### src/rtl/shaping_peak_detect.sv
// Pulse qualifier for the shaped stream: hysteresis thresholding, peak capture,
// pileup/timeout flagging and a single-slot valid/ready event output.
module shaping_peak_detect #(
    parameter int unsigned HYST   = 16,
    parameter int unsigned MAXLEN = 1024,
    parameter int unsigned TSW    = 16
) (
    input  logic                  i_clk,
    input  logic                  i_rst,
    input  logic signed [13:0]    i_shaped,
    input  logic                  i_en,
    input  logic signed [13:0]    i_thresh,
    input  logic        [11:0]    i_holdoff,
    output logic                  o_peak_valid,
    input  logic                  i_peak_ready,
    output logic signed [13:0]    o_peak_height,
    output logic        [TSW-1:0] o_peak_time,
    output logic        [1:0]     o_peak_flags,
    output logic        [15:0]    o_drop_cnt,
    output logic                  o_busy
);

    localparam int unsigned         LW       = $clog2(MAXLEN + 1);
    localparam logic [LW-1:0]       LEN_LAST = LW'(MAXLEN - 1);
    localparam logic signed [14:0]  HYST15   = 15'(HYST);

    typedef enum logic [1:0] {
        StIdle,
        StRise,
        StFall,
        StDead
    } state_t;

    // Sample pipeline and free-running timestamp
    logic signed [13:0] r_s;
    logic [TSW-1:0]     r_ts;

    // Pulse tracking state
    state_t             r_state, w_state_d;
    logic signed [13:0] r_max, w_max_d;
    logic [TSW-1:0]     r_tmax, w_tmax_d;
    logic signed [13:0] r_fmin, w_fmin_d;
    logic [LW-1:0]      r_len, w_len_d;
    logic               r_pile, w_pile_d;
    logic [11:0]        r_dead, w_dead_d;

    // Output slot
    logic               r_valid;
    logic signed [13:0] r_height;
    logic [TSW-1:0]     r_time;
    logic [1:0]         r_flags;
    logic [15:0]        r_drop;

    logic               w_emit;
    logic               w_timeout;
    logic               w_pulse_end;

    // Thresholds are widened to 15 bits so thresh-HYST cannot wrap.
    logic signed [14:0] w_hi;
    logic signed [14:0] w_lo;
    logic signed [14:0] w_s_ext;
    logic signed [14:0] w_fmin_ext;
    logic signed [14:0] w_fmin_hyst;

    assign w_hi        = {i_thresh[13], i_thresh};
    assign w_lo        = w_hi - HYST15;
    assign w_s_ext     = {r_s[13], r_s};
    assign w_fmin_ext  = {r_fmin[13], r_fmin};
    assign w_fmin_hyst = w_fmin_ext + HYST15;

    always_ff @(posedge i_clk or posedge i_rst) begin
        if (i_rst) begin
            r_s  <= '0;
            r_ts <= '0;
        end else begin
            r_s  <= i_shaped;
            r_ts <= r_ts + TSW'(1);
        end
    end

    always_ff @(posedge i_clk or posedge i_rst) begin
        if (i_rst) begin
            r_state <= StIdle;
            r_max   <= '0;
            r_tmax  <= '0;
            r_fmin  <= '0;
            r_len   <= '0;
            r_pile  <= 1'b0;
            r_dead  <= '0;
        end else begin
            r_state <= w_state_d;
            r_max   <= w_max_d;
            r_tmax  <= w_tmax_d;
            r_fmin  <= w_fmin_d;
            r_len   <= w_len_d;
            r_pile  <= w_pile_d;
            r_dead  <= w_dead_d;
        end
    end

    always_comb begin
        w_state_d   = r_state;
        w_max_d     = r_max;
        w_tmax_d    = r_tmax;
        w_fmin_d    = r_fmin;
        w_len_d     = r_len;
        w_pile_d    = r_pile;
        w_dead_d    = r_dead;
        w_emit      = 1'b0;
        w_timeout   = 1'b0;
        w_pulse_end = 1'b0;

        if (!i_en) begin
            // Disabling abandons any in-flight pulse; the output slot is untouched.
            w_state_d = StIdle;
        end else begin
            unique case (r_state)
                StIdle: begin
                    if (w_s_ext > w_hi) begin
                        w_state_d = StRise;
                        w_max_d   = r_s;
                        w_tmax_d  = r_ts;
                        w_len_d   = '0;
                        w_pile_d  = 1'b0;
                    end
                end
                StRise: begin
                    // Strictly greater keeps the first sample of a flat top.
                    if (r_s > r_max) begin
                        w_max_d  = r_s;
                        w_tmax_d = r_ts;
                    end else if (r_s < r_max) begin
                        w_state_d = StFall;
                        w_fmin_d  = r_s;
                    end
                end
                StFall: begin
                    if (r_s < r_fmin) begin
                        w_fmin_d = r_s;
                    end
                    if (w_s_ext > w_fmin_hyst) begin
                        w_pile_d = 1'b1;
                    end
                    if (w_s_ext < w_lo) begin
                        w_pulse_end = 1'b1;
                    end
                end
                StDead: begin
                    if (r_dead <= 12'd1) begin
                        w_state_d = StIdle;
                    end else begin
                        w_dead_d = r_dead - 12'd1;
                    end
                end
                default: w_state_d = StIdle;
            endcase

            if (r_state == StRise || r_state == StFall) begin
                if (w_pulse_end) begin
                    w_emit = 1'b1;
                end else if (r_len == LEN_LAST) begin
                    w_emit    = 1'b1;
                    w_timeout = 1'b1;
                end else begin
                    w_len_d = r_len + LW'(1);
                end

                if (w_emit) begin
                    if (i_holdoff != 12'd0) begin
                        w_state_d = StDead;
                        w_dead_d  = i_holdoff;
                    end else begin
                        w_state_d = StIdle;
                    end
                end
            end
        end
    end

    // Single-slot output: a held event wins over a new one unless it is taken this cycle.
    always_ff @(posedge i_clk or posedge i_rst) begin
        if (i_rst) begin
            r_valid  <= 1'b0;
            r_height <= '0;
            r_time   <= '0;
            r_flags  <= '0;
            r_drop   <= '0;
        end else if (w_emit) begin
            if (r_valid && !i_peak_ready) begin
                if (r_drop != 16'hFFFF) begin
                    r_drop <= r_drop + 16'd1;
                end
            end else begin
                r_valid  <= 1'b1;
                r_height <= w_max_d;
                r_time   <= w_tmax_d;
                r_flags  <= {w_pile_d, w_timeout};
            end
        end else if (r_valid && i_peak_ready) begin
            r_valid <= 1'b0;
        end
    end

    assign o_peak_valid  = r_valid;
    assign o_peak_height = r_height;
    assign o_peak_time   = r_time;
    assign o_peak_flags  = r_flags;
    assign o_drop_cnt    = r_drop;
    assign o_busy        = (r_state != StIdle);

endmodule

### config.mk
export PLATFORM = sky130hd
export DESIGN_NAME = shaping_peak_detect
export DESIGN_NICKNAME = d
export VERILOG_FILES = /design/src/rtl/shaping_peak_detect.sv
export SDC_FILE = /design/constraint.sdc
export NUM_CORES = 1
export LEC_CHECK = 0
export ABC_AREA = 0
export BUFFER_PORTS_ARGS = -buffer_cell sky130_fd_sc_hd__buf_2
export CORE_UTILIZATION = 34
export CTS_CLUSTER_DIAMETER = 150
export DETAILED_ROUTE_END_ITERATION = 12
export PLACE_DENSITY = 0.61
export SLEW_MARGIN = 5
export SYNTH_ARGS = -nofsm -noshare
export SYNTH_HDL_FRONTEND = slang
export SYNTH_SLANG_ARGS = --single-unit
### constraint.sdc
create_clock -name i_clk -period 10.4 [get_ports i_clk]
set_input_delay 1.56 -clock i_clk [delete_from_list [all_inputs] [get_ports i_clk]]
set_output_delay 1.56 -clock i_clk [all_outputs]
set_load 0.1 [all_outputs]
# [Yosys cells after proc, flatten, opt, wreduce, memory -nomap -nowiden]
# Cells that the tools add are included.
# Widths: inputs -> output; s select.
[op_classes] add_sub_neg=6 n_lt_le_gt_ge=7 eq_ne=9 mux=50 bitwise_logic=1 reduce_logical=13
[ops] cell="$mux 14" n=6
[ops] cell="$mux 12" n=5
[ops] cell="$pmux 14 s2" n=2
[ops] cell="$mux 11" n=5
[ops] cell="$mux 16" n=3
[ops] cell="$add 16x1->16 const B" n=2
[ops] cell="$pmux 16 s2" n=1
[ops] cell="$gt 14x14->1" n=2
[ops] cell="$lt 14x14->1" n=2
[ops] cell="$mux 1" n=18
[ops] cell="$mux 2" n=8
[ops] cell="$ne 16x16->1 const B" n=1
[ops] cell="$add 14x6->15 const B" n=1
[ops] cell="$gt 14x15->1" n=1
[ops] cell="$lt 14x15->1" n=1
[ops] cell="$sub 14x6->15 const B" n=1
[ops] cell="$le 12x1->1 const B" n=1
[ops] cell="$reduce_bool 12->1" n=1
[ops] cell="$sub 12x1->12 const B" n=1
[ops] cell="$add 11x1->11 const B" n=1
[ops] cell="$eq 11x10->1 const B" n=1
[ops] cell="$ne 2x2->1 const B" n=4
[ops] cell="$pmux 2 s3" n=1
[ops] cell="$reduce_bool 2->1" n=3
[ops] cell="11 further kinds" n=14
[word_totals] register_bits=149 output_inout_bits=50

# [Logic depth before layout (Yosys ltp)]
[logic_depth] depth_word=12 ltp_mapped=14 mapped_depth_nobuf=13

# [Least setup slack after synthesis]
# OpenSTA, ideal clock, no wires.
[synth_path] kind="input to register" from="input port i_thresh[8]" to="register r_drop[1], in the netlist o_drop_cnt[1]" setup_ps=129 t_arrival_ps=4747 required_time_ps=10271 setup_slack_ps=5524 cell_stages=12 path_buffers=1 path_cell_list="nor4_1 -> nand2_1 -> nor3_1 -> a21oi_1 -> ha_1 -> and3b_1 -> o211ai_1 -> or3_1 -> a311o_2 -> a2111o_1 -> buf_6 -> mux2_1"
[synth_between] elab_chain_len=11
[synth_lines] element="start: declaration" line="12" source="input logic signed [13:0] i_thresh,"
[synth_lines] element="$sub 14x6->15" line="66" source="assign w_lo = w_hi - HYST15;"
[synth_lines] element="$lt 14x15->1" line="144" source="if (w_s_ext < w_lo) begin"
[synth_lines] element="$mux 1" line="144"
[synth_lines] element="$mux 1" line="117" source="unique case (r_state)"
[synth_lines] element="$mux 1" line="113" source="if (!i_en) begin"
[synth_lines] element="$mux 1" line="159" source="if (w_pulse_end) begin"
[synth_lines] element="$mux 1" line="158" source="if (r_state == StRise || r_state == StFall) begin"
[synth_lines] element="$mux 1" line="113"
[synth_lines] element="$mux 1" line="158"
[synth_lines] element="$mux 1" line="113"
[synth_lines] element="$reduce_and 3->1 (no line)"
[synth_lines] element="end signal: assignment" line="191" source="r_drop <= r_drop + 16'd1;"
[synth_lines] element="end: declaration" line="52" source="logic [15:0] r_drop;"
# Every way passes these cells. The select of a mux whose other input is x is not followed.
# A chain may end at the register's enable or synchronous reset.

# [Worst setup path after layout]
[layout_path] from="input port i_thresh[8]" to="register r_dead[8]"
[layout_between] elab_chain_len=10
[layout_lines] element="$sub 14x6->15" line="66"
[layout_lines] element="$lt 14x15->1" line="144"
[layout_lines] element="$mux 1" line="144"
[layout_lines] element="$mux 1" line="117"
[layout_lines] element="$mux 1" line="113"
[layout_lines] element="$mux 1" line="159"
[layout_lines] element="$mux 1" line="158"
[layout_lines] element="$mux 1" line="113"
[layout_lines] element="$mux 12" line="168" source="if (w_emit) begin"
[layout_lines] element="$mux 12" line="158"
[layout_lines] element="end signal: assignment" line="97" source="r_dead <= w_dead_d;"
[layout_lines] element="end: declaration" line="45" source="logic [11:0] r_dead, w_dead_d;"
# Every way passes these cells. The select of a mux whose other input is x is not followed.

==> results.txt <==
Worst R2R Path Depth: 8
clk sinks: 149
postcts setup bufs: 0
Critical Path Source Type: input pin
internal power: 1.416 mW
ys async rst share: 100.0%
vias in the first global route: 6594
Die ar.: 25600 um2
DRC: 0
Sw Pwr: 1.283 mW
count of flip-flops with a built-in enable after synthesis: 0
Placer Congestion: 0.8522
count leader, synth: dfrtp_1
Hold Path Origin: r_pile
FMAX: 196.3 MHz
first-pass GRT wire length: 34370 um
Die H: 160.0 um
Nets: 1070
worst-path maximum fanout: 18
worst setup path category: in2reg
# rows: 57
syn_area_per_cell: 9.792 um2
Leak Pwr: 4.554 nW
Chip Width: 160.0 um
Metal-1 WL: 10010 um
DP Wirelength: 13800 um
DR iter-0 viols: 437
list of most frequent post-synthesis cells: 149 x dfrtp_1, 77 x o21ai_0, 75 x ha_1, 66 x inv_1, 66 x nor2_1
Storage cell area: 3729 um2
Reg power frac: 32.1%
r2r setup slk: 5.92 ns
gr ovfl total: 0
TritonCTS clock tree: done
CP endpoint kind: flop
final critical-path required period: 5.093 ns
H-tree depth: 4
Layout Area Growth over Synthesis: 16.18%
RSZ-0062 raised after global routing: no
Final Hold Viols: 0
root buffer cell: clkbuf_16
Pwr Total: 2.699 mW
met2 routed wirelength: 8922 um
largest net degree at the start of global routing: 77
Clock Power Share: 22.0%
Post-Syn Area: 8489 um2
Num CTS Buffers: 17
Synth area leader: dfrtp_1
Synth cell types: 59
Mapped Cells: 867
pwr dens: 273.7 nW/um2
post-CTS sizing: 0
Worst-Margin Slew: 1.233 ns
slew margin rel.: 17.79%
Worst Clk Skew: 0.01131 ns
worst skew pair latency: 0.43 ns
pre-CTS setup slack: 4.915 ns
syn nets: 986
crit path DAT: 5.40 ns
setup ws final: 5.307 ns
hold path endpoint: r_pile
Seq/Total Area, Yosys: 43.92%
top_reg_cell synth: dfrtp_1
Hold Path Stages: 1
Sw Share: 47.54%
routed via count: 6677
1st-pass router iterations: 5
reg2reg end: r_tmax[1]
largest cells by area after synthesis: dfrtp_1 44%, ha_1 11%, o21ai_0 4.5%, a22o_1 3.5%, xnor2_1 3.3%
all-layer global routing usage: 16.69%
run status: complete, no violations
worst vdd ir: 0.1966 mV
area of the multi-input gates: 4405 um2
final wirelength: 20120 um
R2R Path Start: r_s[13]
share of cells above drive strength 1: 16.91%
Core ar.: 24390 um2
period utilisation layout: 48.97%
worst hold path class: reg2reg
post-route ant nets: 0
DR WL/cell: 15.62 um
Slew Limit Fails: 0
antenna diode count: 0
metal3 WL: 883 um
CTS Hold Bufs: 0
CP Data Required Time: 10.71 ns
register bit total from synthesis: 149
combinational power share: 45.9%
DR vias/cell: 5.184
post-synth top area share: 43.92%
MaxCap Viol Count: 0
Setup TNS: 0 ns
fillers: 2485
I/O Pins: 94
initial antenna violation count: 1
Initial Util: 34.81%
# setup viols final: 0
Port-buffer cells: 93
maximum clock insertion buffer count: 2
top sig layer: met4
Warnings, synthesis: 0
CTS clk-pin slew, worst paths: 0.07 ns
[final cells by class]
class	instances	share of cell area, %
Clock buffer	19	4.592
Clock inverter	13	1.167
Inverter	66	2.562
Multi-Input combinational cell	619	44.67
Sequential cell	149	37.80
Tap cell	324	4.110
Timing Repair Buffer	98	5.100
[stage by stage]
step / hold WS, ns / utilization [%] / cells / cell area (um2)
after global placement: 0.4726 / 38.11 / 1256 / 9295
after detailed placement: 0.4735 / 38.11 / 1256 / 9295
after floorplan: 0.4511 / - / 867 / 8489
final: 0.4886 / 40.44 / 1288 / 9863
after CTS: 0.4877 / 40.44 / 1288 / 9863
after global routing: 0.5008 / 40.44 / 1288 / 9863
[registers in the layout, indices dropped and copies added, names as in the netlist]
signal	flops
o_drop_cnt	16
o_peak_flags	2
o_peak_height	14
o_peak_time	16
o_peak_valid	1
r_dead	12
r_fmin	14
r_len	11
r_max	14
r_pile	1
r_s	14
r_state	2
r_tmax	16
r_ts	16
[per-layer routing]
layer	track usage, %	vias to the layer above
met2	26.01	156
met3	3.169	21
met5	0	-
li1	-	3313
met1	23.60	3187
met4	4.502	0
[logic make-up (layout without fill, tap and decap cells)]
| group | Yosys count | after routing | synth area share [%] |
|---|---|---|---|
| adders and majority gates | 75 | 75 | 11.05 |
| and+or+nand+nor | 236 | 236 | 13.87 |
| muxes | 25 | 25 | 3.213 |
| buffers and inverters | 99 | 196 | 4.510 |
| xor gates and xnor gates | 49 | 49 | 5.055 |
| DFF | 149 | 149 | 43.92 |
| AOI/OAI and AO/OA | 234 | 234 | 18.38 |
[worst max-delay path: stages]
cell,delay [ns]
buf_2,0.10
nor4_1,0.43
nand2_1,0.17
nor3_1,0.26
a21oi_1,0.12
ha_1,0.36
and3b_1,0.20
o211ai_1,0.10
or3_1,0.32
a311o_2,0.51
a211oi_4,0.74
o21ai_0,0.20
a221o_1,0.32
[power by group through the flow]
stage	clock (mW)	sequential [mW]	combinational [mW]
2_1_floorplan	0	1.24	0.604
3_3_place_gp	0	0.873	1.23
3_5_place_dp	0	0.876	1.24
4_1_cts	0.608	0.866	1.25
5_1_grt	0.633	0.892	1.36
6_report	0.593	0.866	1.24
[placed cells by master, fill, tap and decap left out, drive strengths merged, types with 31 or more instances in the layout]
master  count
o21ai      77
xnor2      32
inv        72
buf        98
a31oi      31
nor2       66
nand2      46
dfrtp     149
a22o       34
ha         75
[worst max-delay path by stage]
stage,start,endpoint
after floorplan,i_rst,o_drop_cnt[0]
after global placement,i_thresh[8],r_dead[8]
after detailed placement,i_thresh[8],r_dead[8]
after CTS,i_thresh[8],r_dead[8]
after global routing,i_thresh[8],r_dead[11]
final,i_thresh[8],r_dead[8]
No activity file was read; power rests on OpenSTA's default activity.
